File: config.mk
export PLATFORM = sky130hd
export DESIGN_NAME = vga_timing_gen
export DESIGN_NICKNAME = d
export VERILOG_FILES = /design/src/rtl/vga_timing_gen.sv
export SDC_FILE = /design/constraint.sdc
export NUM_CORES = 1
export LEC_CHECK = 0
export BUFFER_PORTS_ARGS = -buffer_cell sky130_fd_sc_hd__buf_2
export CAP_MARGIN = 25
export CELL_PAD_IN_SITES_DETAIL_PLACEMENT = 2
export CELL_PAD_IN_SITES_GLOBAL_PLACEMENT = 2
export CORE_MARGIN = 5
export CORE_UTILIZATION = 33
export CTS_BUF_LIST = sky130_fd_sc_hd__clkbuf_16
export CTS_CLUSTER_SIZE = 24
export DETAILED_ROUTE_END_ITERATION = 8
export GPL_TIMING_DRIVEN = 0
export PLACE_DENSITY_LB_ADDON = 0.12
export SLEW_MARGIN = 20
export SYNTH_ARGS = -nofsm -noshare
export SYNTH_HDL_FRONTEND = slang
export SYNTH_SLANG_ARGS = --single-unit
export TNS_END_PERCENT = 100
File: constraint.sdc
create_clock -name i_clk -period 2.6 [get_ports i_clk]
set_input_delay 0 -clock i_clk [delete_from_list [all_inputs] [get_ports i_clk]]
set_output_delay 0 -clock i_clk [all_outputs]
set_load 0.01 [all_outputs]
File: src/rtl/vga_timing_gen.sv
// VGA raster timing generator: x/y position counters advanced by a pixel clock
// enable, with registered sync, visible and line/frame start outputs.
module vga_timing_gen #(
    parameter int P_CNT_WIDTH     = 10,
    parameter int P_H_VISIBLE     = 640,
    parameter int P_H_FRONT_PORCH = 16,
    parameter int P_H_SYNC        = 96,
    parameter int P_H_BACK_PORCH  = 48,
    parameter int P_V_VISIBLE     = 480,
    parameter int P_V_FRONT_PORCH = 10,
    parameter int P_V_SYNC        = 2,
    parameter int P_V_BACK_PORCH  = 33,
    parameter bit P_H_SYNC_POL    = 1'b0,
    parameter bit P_V_SYNC_POL    = 1'b0
) (
    input  logic                   i_clk,
    input  logic                   i_rst_n,
    input  logic                   i_ce,
    output logic                   o_h_sync,
    output logic                   o_v_sync,
    output logic                   o_visible,
    output logic [P_CNT_WIDTH-1:0] o_x,
    output logic [P_CNT_WIDTH-1:0] o_y,
    output logic                   o_line_start,
    output logic                   o_frame_start
);
    localparam int H_TOTAL = P_H_VISIBLE + P_H_FRONT_PORCH + P_H_SYNC + P_H_BACK_PORCH;
    localparam int V_TOTAL = P_V_VISIBLE + P_V_FRONT_PORCH + P_V_SYNC + P_V_BACK_PORCH;

    generate
        if (P_H_VISIBLE < 1 || P_H_FRONT_PORCH < 1 || P_H_SYNC < 1 || P_H_BACK_PORCH < 1 ||
            P_V_VISIBLE < 1 || P_V_FRONT_PORCH < 1 || P_V_SYNC < 1 || P_V_BACK_PORCH < 1) begin : g_bad_timing
            $fatal(1, "vga_timing_gen: every visible/porch/sync parameter must be >= 1");
        end
        if (((H_TOTAL - 1) >> P_CNT_WIDTH) != 0 || ((V_TOTAL - 1) >> P_CNT_WIDTH) != 0) begin : g_bad_width
            $fatal(1, "vga_timing_gen: H_TOTAL-1 / V_TOTAL-1 do not fit in P_CNT_WIDTH");
        end
    endgenerate

    typedef logic [P_CNT_WIDTH-1:0] cnt_t;

    localparam cnt_t ONE      = cnt_t'(1);
    localparam cnt_t H_LAST   = cnt_t'(H_TOTAL - 1);
    localparam cnt_t V_LAST   = cnt_t'(V_TOTAL - 1);
    localparam cnt_t H_VIS    = cnt_t'(P_H_VISIBLE);
    localparam cnt_t V_VIS    = cnt_t'(P_V_VISIBLE);
    localparam cnt_t HS_START = cnt_t'(P_H_VISIBLE + P_H_FRONT_PORCH);
    localparam cnt_t HS_END   = cnt_t'(P_H_VISIBLE + P_H_FRONT_PORCH + P_H_SYNC);
    localparam cnt_t VS_START = cnt_t'(P_V_VISIBLE + P_V_FRONT_PORCH);
    localparam cnt_t VS_END   = cnt_t'(P_V_VISIBLE + P_V_FRONT_PORCH + P_V_SYNC);

    cnt_t x_nxt, y_nxt;
    logic h_wrap, v_wrap;
    logic in_hs, in_vs, vis_nxt;

    // Decode from the next position so the registered flags line up with o_x/o_y.
    always_comb begin
        h_wrap = (o_x == H_LAST);
        v_wrap = h_wrap && (o_y == V_LAST);
        x_nxt  = h_wrap ? '0 : o_x + ONE;
        y_nxt  = o_y;
        if (h_wrap)
            y_nxt = (o_y == V_LAST) ? '0 : o_y + ONE;
        in_hs   = (x_nxt >= HS_START) && (x_nxt < HS_END);
        in_vs   = (y_nxt >= VS_START) && (y_nxt < VS_END);
        vis_nxt = (x_nxt < H_VIS) && (y_nxt < V_VIS);
    end

    always_ff @(posedge i_clk or negedge i_rst_n) begin
        if (!i_rst_n) begin
            o_x           <= H_LAST;
            o_y           <= V_LAST;
            o_visible     <= 1'b0;
            o_h_sync      <= !P_H_SYNC_POL;
            o_v_sync      <= !P_V_SYNC_POL;
            o_line_start  <= 1'b0;
            o_frame_start <= 1'b0;
        end else if (i_ce) begin
            o_x           <= x_nxt;
            o_y           <= y_nxt;
            o_visible     <= vis_nxt;
            o_h_sync      <= in_hs ? P_H_SYNC_POL : !P_H_SYNC_POL;
            o_v_sync      <= in_vs ? P_V_SYNC_POL : !P_V_SYNC_POL;
            o_line_start  <= h_wrap;
            o_frame_start <= v_wrap;
        end else begin
            o_line_start  <= 1'b0;
            o_frame_start <= 1'b0;
        end
    end
endmodule

# Word-level counts from Yosys, hierarchy flattened
# Index checks and enable logic that the tools add are counted.
totals:
  register_bits: 25
  latchBits: 0
  ram_bits: 0
  mem_bits_ro: 0
  in_bits: 3
  output_inout_bits: 25
  memories: 0
classes:
  addsub: 2
  mul: 0
  div_mod_pow: 0
  magnitude_cmp: 6
  eq_ne: 2
  shifts: 0
  n_mux: 7
  bitwise: 0
  reduce_logical: 4
op_table:
  columns: ["cell", "count"]
  rows:
  - ["$mux 10", 3]
  - ["$add 10x1->10 const B", 2]
  - ["$eq 10x10->1 const B", 2]
  - ["$lt 10x10->1 const B", 2]
  - ["$lt 10x9->1 const B", 2]
  - ["$ge 10x10->1 const B", 1]
  - ["$ge 10x9->1 const B", 1]
  - ["$logic_and 1x1->1", 4]
  - ["$mux 1", 4]

# Depth between registers and ports, before layout
logic_depth:
  ltp_word: 6
  ltp_mapped: 8
  depth_no_buf: 8

# Worst setup path before layout
# Ideal clock, no wire load.
synth_path:
  path_type: "reg-to-reg"
  from: "register o_y[1]"
  to: "register o_visible"
  arrival_ns: 2.121
  slack_ns: 0.384
  path_stages_with_launch: 9
  path_buffers: 0
  synth_period_minus_slack_ns: 2.216
  cell_sequence: "dfrtp_1 > inv_1 > ha_1 > or4b_4 > or4_4 > and2_4 > o21ai_2 > nand3_1 > o32ai_2"
synth_via:
  elab_chain_len: 5
  word_cells_on_any_way: 6
  cone_classes: "1 x add/sub; 1 x order compare; 1 x eq/ne; 2 x mux; 1 x reduce/logical"
synth_rtl:
  columns: ["element", "line", "source"]
  rows:
  - ["from (decl)", "23", "output logic [P_CNT_WIDTH-1:0] o_y,"]
  - ["from (signal assigned)", "80", "o_y <= y_nxt;"]
  - ["$add 10x1->10 / $eq 10x10->1 (equally long branches)", "63", "y_nxt = (o_y == V_LAST) ? '0 : o_y + ONE;"]
  - ["$mux 10", "63", null]
  - ["$mux 10 (*)", "62", "if (h_wrap)"]
  - ["$lt 10x9->1 (*)", "66", "vis_nxt = (x_nxt < H_VIS) && (y_nxt < V_VIS);"]
  - ["$logic_and 1x1->1 (*)", "66", null]
  - ["to (signal assigned)", "81", "o_visible <= vis_nxt;"]
  - ["to (decl)", "21", "output logic o_visible,"]
# Mark *: on every way between the ends. The rest lies on a longest branch, timed or not.
# A chain may end at the register's enable or synchronous reset.

# Final worst setup path
layout_path:
  from: "register o_x[0]"
  to: "register o_y[4]"
layout_via:
  elab_chain_len: 2
layout_rtl:
  columns: ["element", "line", "source"]
  rows:
  - ["from (decl)", "22", "output logic [P_CNT_WIDTH-1:0] o_x,"]
  - ["from (signal assigned)", "79", "o_x <= x_nxt;"]
  - ["$eq 10x10->1", "58", "h_wrap = (o_x == H_LAST);"]
  - ["$mux 10", "62", null]
# Every way passes these cells.

==> results.rst <==
.. list-table::
   :header-rows: 1

   * - Metric
     - Value
   * - Result of the run
     - complete, no violations
   * - LEAKAGE
     - 0.798 nW
   * - Bufs on Longest Clock Path
     - 2
   * - Crit path launch
     - o_x[0]$_DFFE_PN1P_
   * - Tightest slew margin relative to the limit
     - 59.8%
   * - Startpoint of the lowest-slack register-to-register path
     - o_x[0]$_DFFE_PN1P_
   * - Number of max-capacitance violations reported
     - 0
   * - Number of DRC violations after detailed routing
     - 0
   * - Reg2reg path depth
     - 8
   * - Syn Std Cell Area
     - 1530 µm²
   * - Horizontal die dimension
     - 78.1 µm
   * - Slew @ Worst Pin
     - 0.594 ns
   * - Initial Util
     - 34.7%
   * - Overall Global Routing Usage
     - 15.1%
   * - Initial antenna violation count
     - 0
   * - Post-Synthesis Mean Instance Area
     - 9.12 µm²
   * - Clock transition at path regs
     - 0.06 ns
   * - Endpoint of the most critical setup path
     - o_y[4]$_DFFE_PN0P_
   * - Number of buffers created by CTS
     - 3
   * - H-tree levels
     - 1
   * - Number of clock sinks seen by CTS
     - 25
   * - Number of flip-flops and latches in the synthesized netlist
     - 25
   * - Pwr per Cell Area
     - 609 nW/µm²
   * - Type of element launching the critical path
     - flip-flop
   * - Die area
     - 6100 µm²
   * - Post-synthesis to final-layout area growth
     - 19.0%
   * - Fmax achieved
     - 417 MHz
   * - Die boundary height
     - 78.1 µm
   * - Share of the clock period used by the worst path after layout
     - 92.2%
   * - Reg2reg end
     - o_y[4]$_DFFE_PN0P_
   * - Average vias per placed instance
     - 5.64
   * - Fin Clk Skew
     - 0.00594 ns
   * - Total overflow reported by the global router
     - 0
   * - Total Nets Final
     - around 210
   * - Number of pins with negative max-slew slack in the final report
     - 0
   * - Mean routed wirelength per cell
     - between 15 and 20 µm
   * - Area of the core
     - 4410 µm²
   * - Synth Flop Type
     - sky130_fd_sc_hd__dfrtp_1
   * - Number of warning messages in the yosys log
     - 0
   * - Endpoint arrival time on the critical path
     - 2.53 ns
   * - Final setup viols
     - 0
   * - Number of global-route vias before repair
     - 1559
   * - Minimum period implied by the final worst setup slack
     - 2.40 ns
   * - Routed wire length
     - between 4000 and 5000 µm
   * - Async set or reset register ratio after synthesis
     - 100%
   * - Share of final-layout standard cells stronger than drive strength 1
     - 25.6%
   * - Final antenna diode count
     - 0
   * - Total negative setup slack
     - 0 ns
   * - Row count
     - 24
   * - Detailed-router iteration count before antenna repair
     - 4
   * - Unrepaired setup endpoints after global routing
     - no
   * - RePlAce Congestion
     - 0.738
   * - Number of instances in the synthesized netlist
     - between 150 and 200
   * - Remaining antenna violation count after routing
     - 0
   * - Clk Latency, worst-skew pair
     - 0.26 ns
   * - Number of DRC markers in iteration 0
     - 38
   * - Crit end category
     - flip-flop
   * - Yosys cell types
     - 50
   * - Maximum fanout encountered on the critical timing path
     - 10
   * - Critical path class
     - flip-flop to flip-flop
   * - I/O pin cnt
     - 28
   * - Global-route wire length before repair
     - 7620 µm
   * - Final Hold Viols
     - 0
   * - Post-CTS setup repair buffer count
     - 0
   * - Worst VDD drop
     - 0.215 mV
   * - Post-DP HPWL
     - 3330 µm
   * - TritonCTS clock tree
     - built
   * - Data required, critical path
     - 2.73 ns
   * - Portion of the post-synthesis area used by sequential elements
     - 41.8%
   * - EDFF count, synth
     - 0
   * - Count of port buffers added during placement
     - 26
   * - Post-Synthesis Net Count
     - 175
   * - Routed via count
     - about 1400
   * - Final std cells w/o fill
     - 251
   * - Maximum number of pins on one net before global-route repair
     - 26
   * - CTS root buf
     - sky130_fd_sc_hd__clkbuf_16
   * - Number of instances in the placed design
     - 246
   * - Worst hold path class
     - input port to flip-flop
   * - Setup slack of the worst register-to-register path
     - 0.20 ns
   * - Fillers
     - roughly 500
[cell usage in the layout, fill, tap and decap left out, types with 2 or more instances in the layout]
cell	instances
sky130_fd_sc_hd__clkbuf_1	8
sky130_fd_sc_hd__clkbuf_16	3
sky130_fd_sc_hd__nand2b_1	4
sky130_fd_sc_hd__nand3_1	8
sky130_fd_sc_hd__xnor2_1	5
sky130_fd_sc_hd__nand4_1	3
sky130_fd_sc_hd__nand2_1	25
sky130_fd_sc_hd__nor2_1	10
sky130_fd_sc_hd__dfstp_2	12
sky130_fd_sc_hd__and3_1	4
sky130_fd_sc_hd__xor2_1	6
sky130_fd_sc_hd__o21ai_0	12
sky130_fd_sc_hd__ha_1	4
sky130_fd_sc_hd__or4_1	2
sky130_fd_sc_hd__o22ai_1	2
sky130_fd_sc_hd__a311oi_1	2
sky130_fd_sc_hd__o31ai_1	4
sky130_fd_sc_hd__dfrtp_1	13
sky130_fd_sc_hd__nor3_1	5
sky130_fd_sc_hd__buf_2	27
sky130_fd_sc_hd__inv_1	5
sky130_fd_sc_hd__a41oi_1	3
sky130_fd_sc_hd__mux2_2	2
[synth_stat cells (all sizes together), types with 2 or more instances]
cell type	count	share of area (%)
ha	4	3.3
o31ai	4	2.0
nand4	3	1.2
dfstp	12	21
dfrtp	13	21
nand2b	4	1.6
a41oi	3	1.7
clkbuf	8	2.0
buf	2	0.57
xor2	6	3.4
nor3	5	1.6
xnor2	5	2.9
nor4b	2	1.1
o21ai	13	4.5
inv	4	0.98
nand2	25	6.1
a311oi	2	1.1
mux2	2	1.5
o22ai	2	0.82
nor2	10	2.5
and2	3	1.4
and3	4	1.6
o311ai	2	1.1
nand3	8	2.6
or4	3	1.7
[state kept, by name, summed over array words and instances (netlist names)]
signal         count
o_frame_start      1
o_v_sync           1
o_h_sync           1
o_y               10
o_x               10
o_line_start       1
o_visible          1
[layer usage]
| metal | up-vias | GRT usage (%) | share of wire [%] |
|---|---|---|---|
| met5 | - | 0 | 0 |
| met4 | 0 | 3.04 | 0.79 |
| met3 | 4 | 2.52 | 2.6 |
| met2 | 18 | 27.9 | 54 |
| met1 | 718 | 18.2 | 43 |
| li1 | 676 | - | - |
[power breakdown]
group	leakage (nW)	switching [W]	internal (W)	total, W
clock	0.0423	0.000138	0.000206	0.000344
sequential	0.303	0.0000653	0.000460	0.000525
combinational	0.453	0.000136	0.000105	0.000241
total	0.798	0.000339	0.000771	0.00111
[through the flow]
| step | utilization, % | setup slack [ns] | power (W) | hold WS (ns) | area (µm²) |
|---|---|---|---|---|---|
| floorplan | - | 0.384 | 0.000674 | -0.296 | 1530 |
| global placement | 39.1 | 0.258 | 0.000762 | 0.0270 | 1730 |
| detailed placement | 39.1 | 0.222 | 0.000776 | 0.0440 | 1730 |
| CTS | 41.1 | 0.189 | 0.00113 | 0.208 | 1820 |
| global route | 41.3 | 0.0736 | 0.00118 | 0.268 | 1820 |
| finish | 41.3 | 0.202 | 0.00111 | 0.205 | 1820 |
[worst max-delay path, cell delays in order (launching register included)]
cell	delay, ns
sky130_fd_sc_hd__dfstp_2	0.58
sky130_fd_sc_hd__ha_1	0.21
sky130_fd_sc_hd__and4_1	0.30
sky130_fd_sc_hd__and3_1	0.18
sky130_fd_sc_hd__buf_2	0.21
sky130_fd_sc_hd__nand2_1	0.18
sky130_fd_sc_hd__clkbuf_1	0.30
sky130_fd_sc_hd__o21ai_0	0.22
sky130_fd_sc_hd__o31ai_1	0.09
[timing repair]
item / 4_1_cts / 5_1_grt
hold endpoints to repair: 13 / 0
hold buffers: 1 / 0
setup endpoints to repair: 0 / 5
gates resized for setup: 0 / 1
[how the worst min path moves through the flow]
| stage | start | end | slack [ns] | cells past startpoint |
|---|---|---|---|---|
| after detailed placement | i_rst_n | o_x[6]$_DFFE_PN0P_ | 0.04 | 1 |
| after global placement | i_rst_n | o_x[6]$_DFFE_PN0P_ | 0.03 | 1 |
| after CTS | i_ce | o_x[3]$_DFFE_PN1P_ | 0.21 | 3 |
| final | i_ce | o_x[3]$_DFFE_PN1P_ | 0.20 | 3 |
| after global routing | i_ce | o_x[3]$_DFFE_PN1P_ | 0.27 | 3 |
| after floorplan | i_rst_n | o_frame_start$_DFF_PN0_ | -0.30 | 0 |
[logic make-up after synthesis]
family                   count (synthesis)  synth area share, %
AND/OR/NAND/NOR                         74                 25.3
buffers and inverters                   14                 3.51
AO/OA/AOI/OAI                           37                 17.6
multiplexers                             3                 2.12
flip-flops                              25                 41.8
adder cells (fa/ha/maj)                  4                 3.27
XOR/XNOR                                11                 6.29
[final cells by class]
class / instances / area [µm²] / area share [%]
Multi-Input combinational cell: 129 / 843 / 46.3
Clock inverter: 1 / 3.75 / 0.206
Tap cell: 52 / 65.1 / 3.57
Sequential cell: 25 / 641 / 35.2
Clock buffer: 3 / 75.1 / 4.12
Buffer: 10 / 38.8 / 2.13
Inverter: 4 / 15.0 / 0.824
Timing Repair Buffer: 27 / 140 / 7.69
Power figures use the tool's default switching activity.
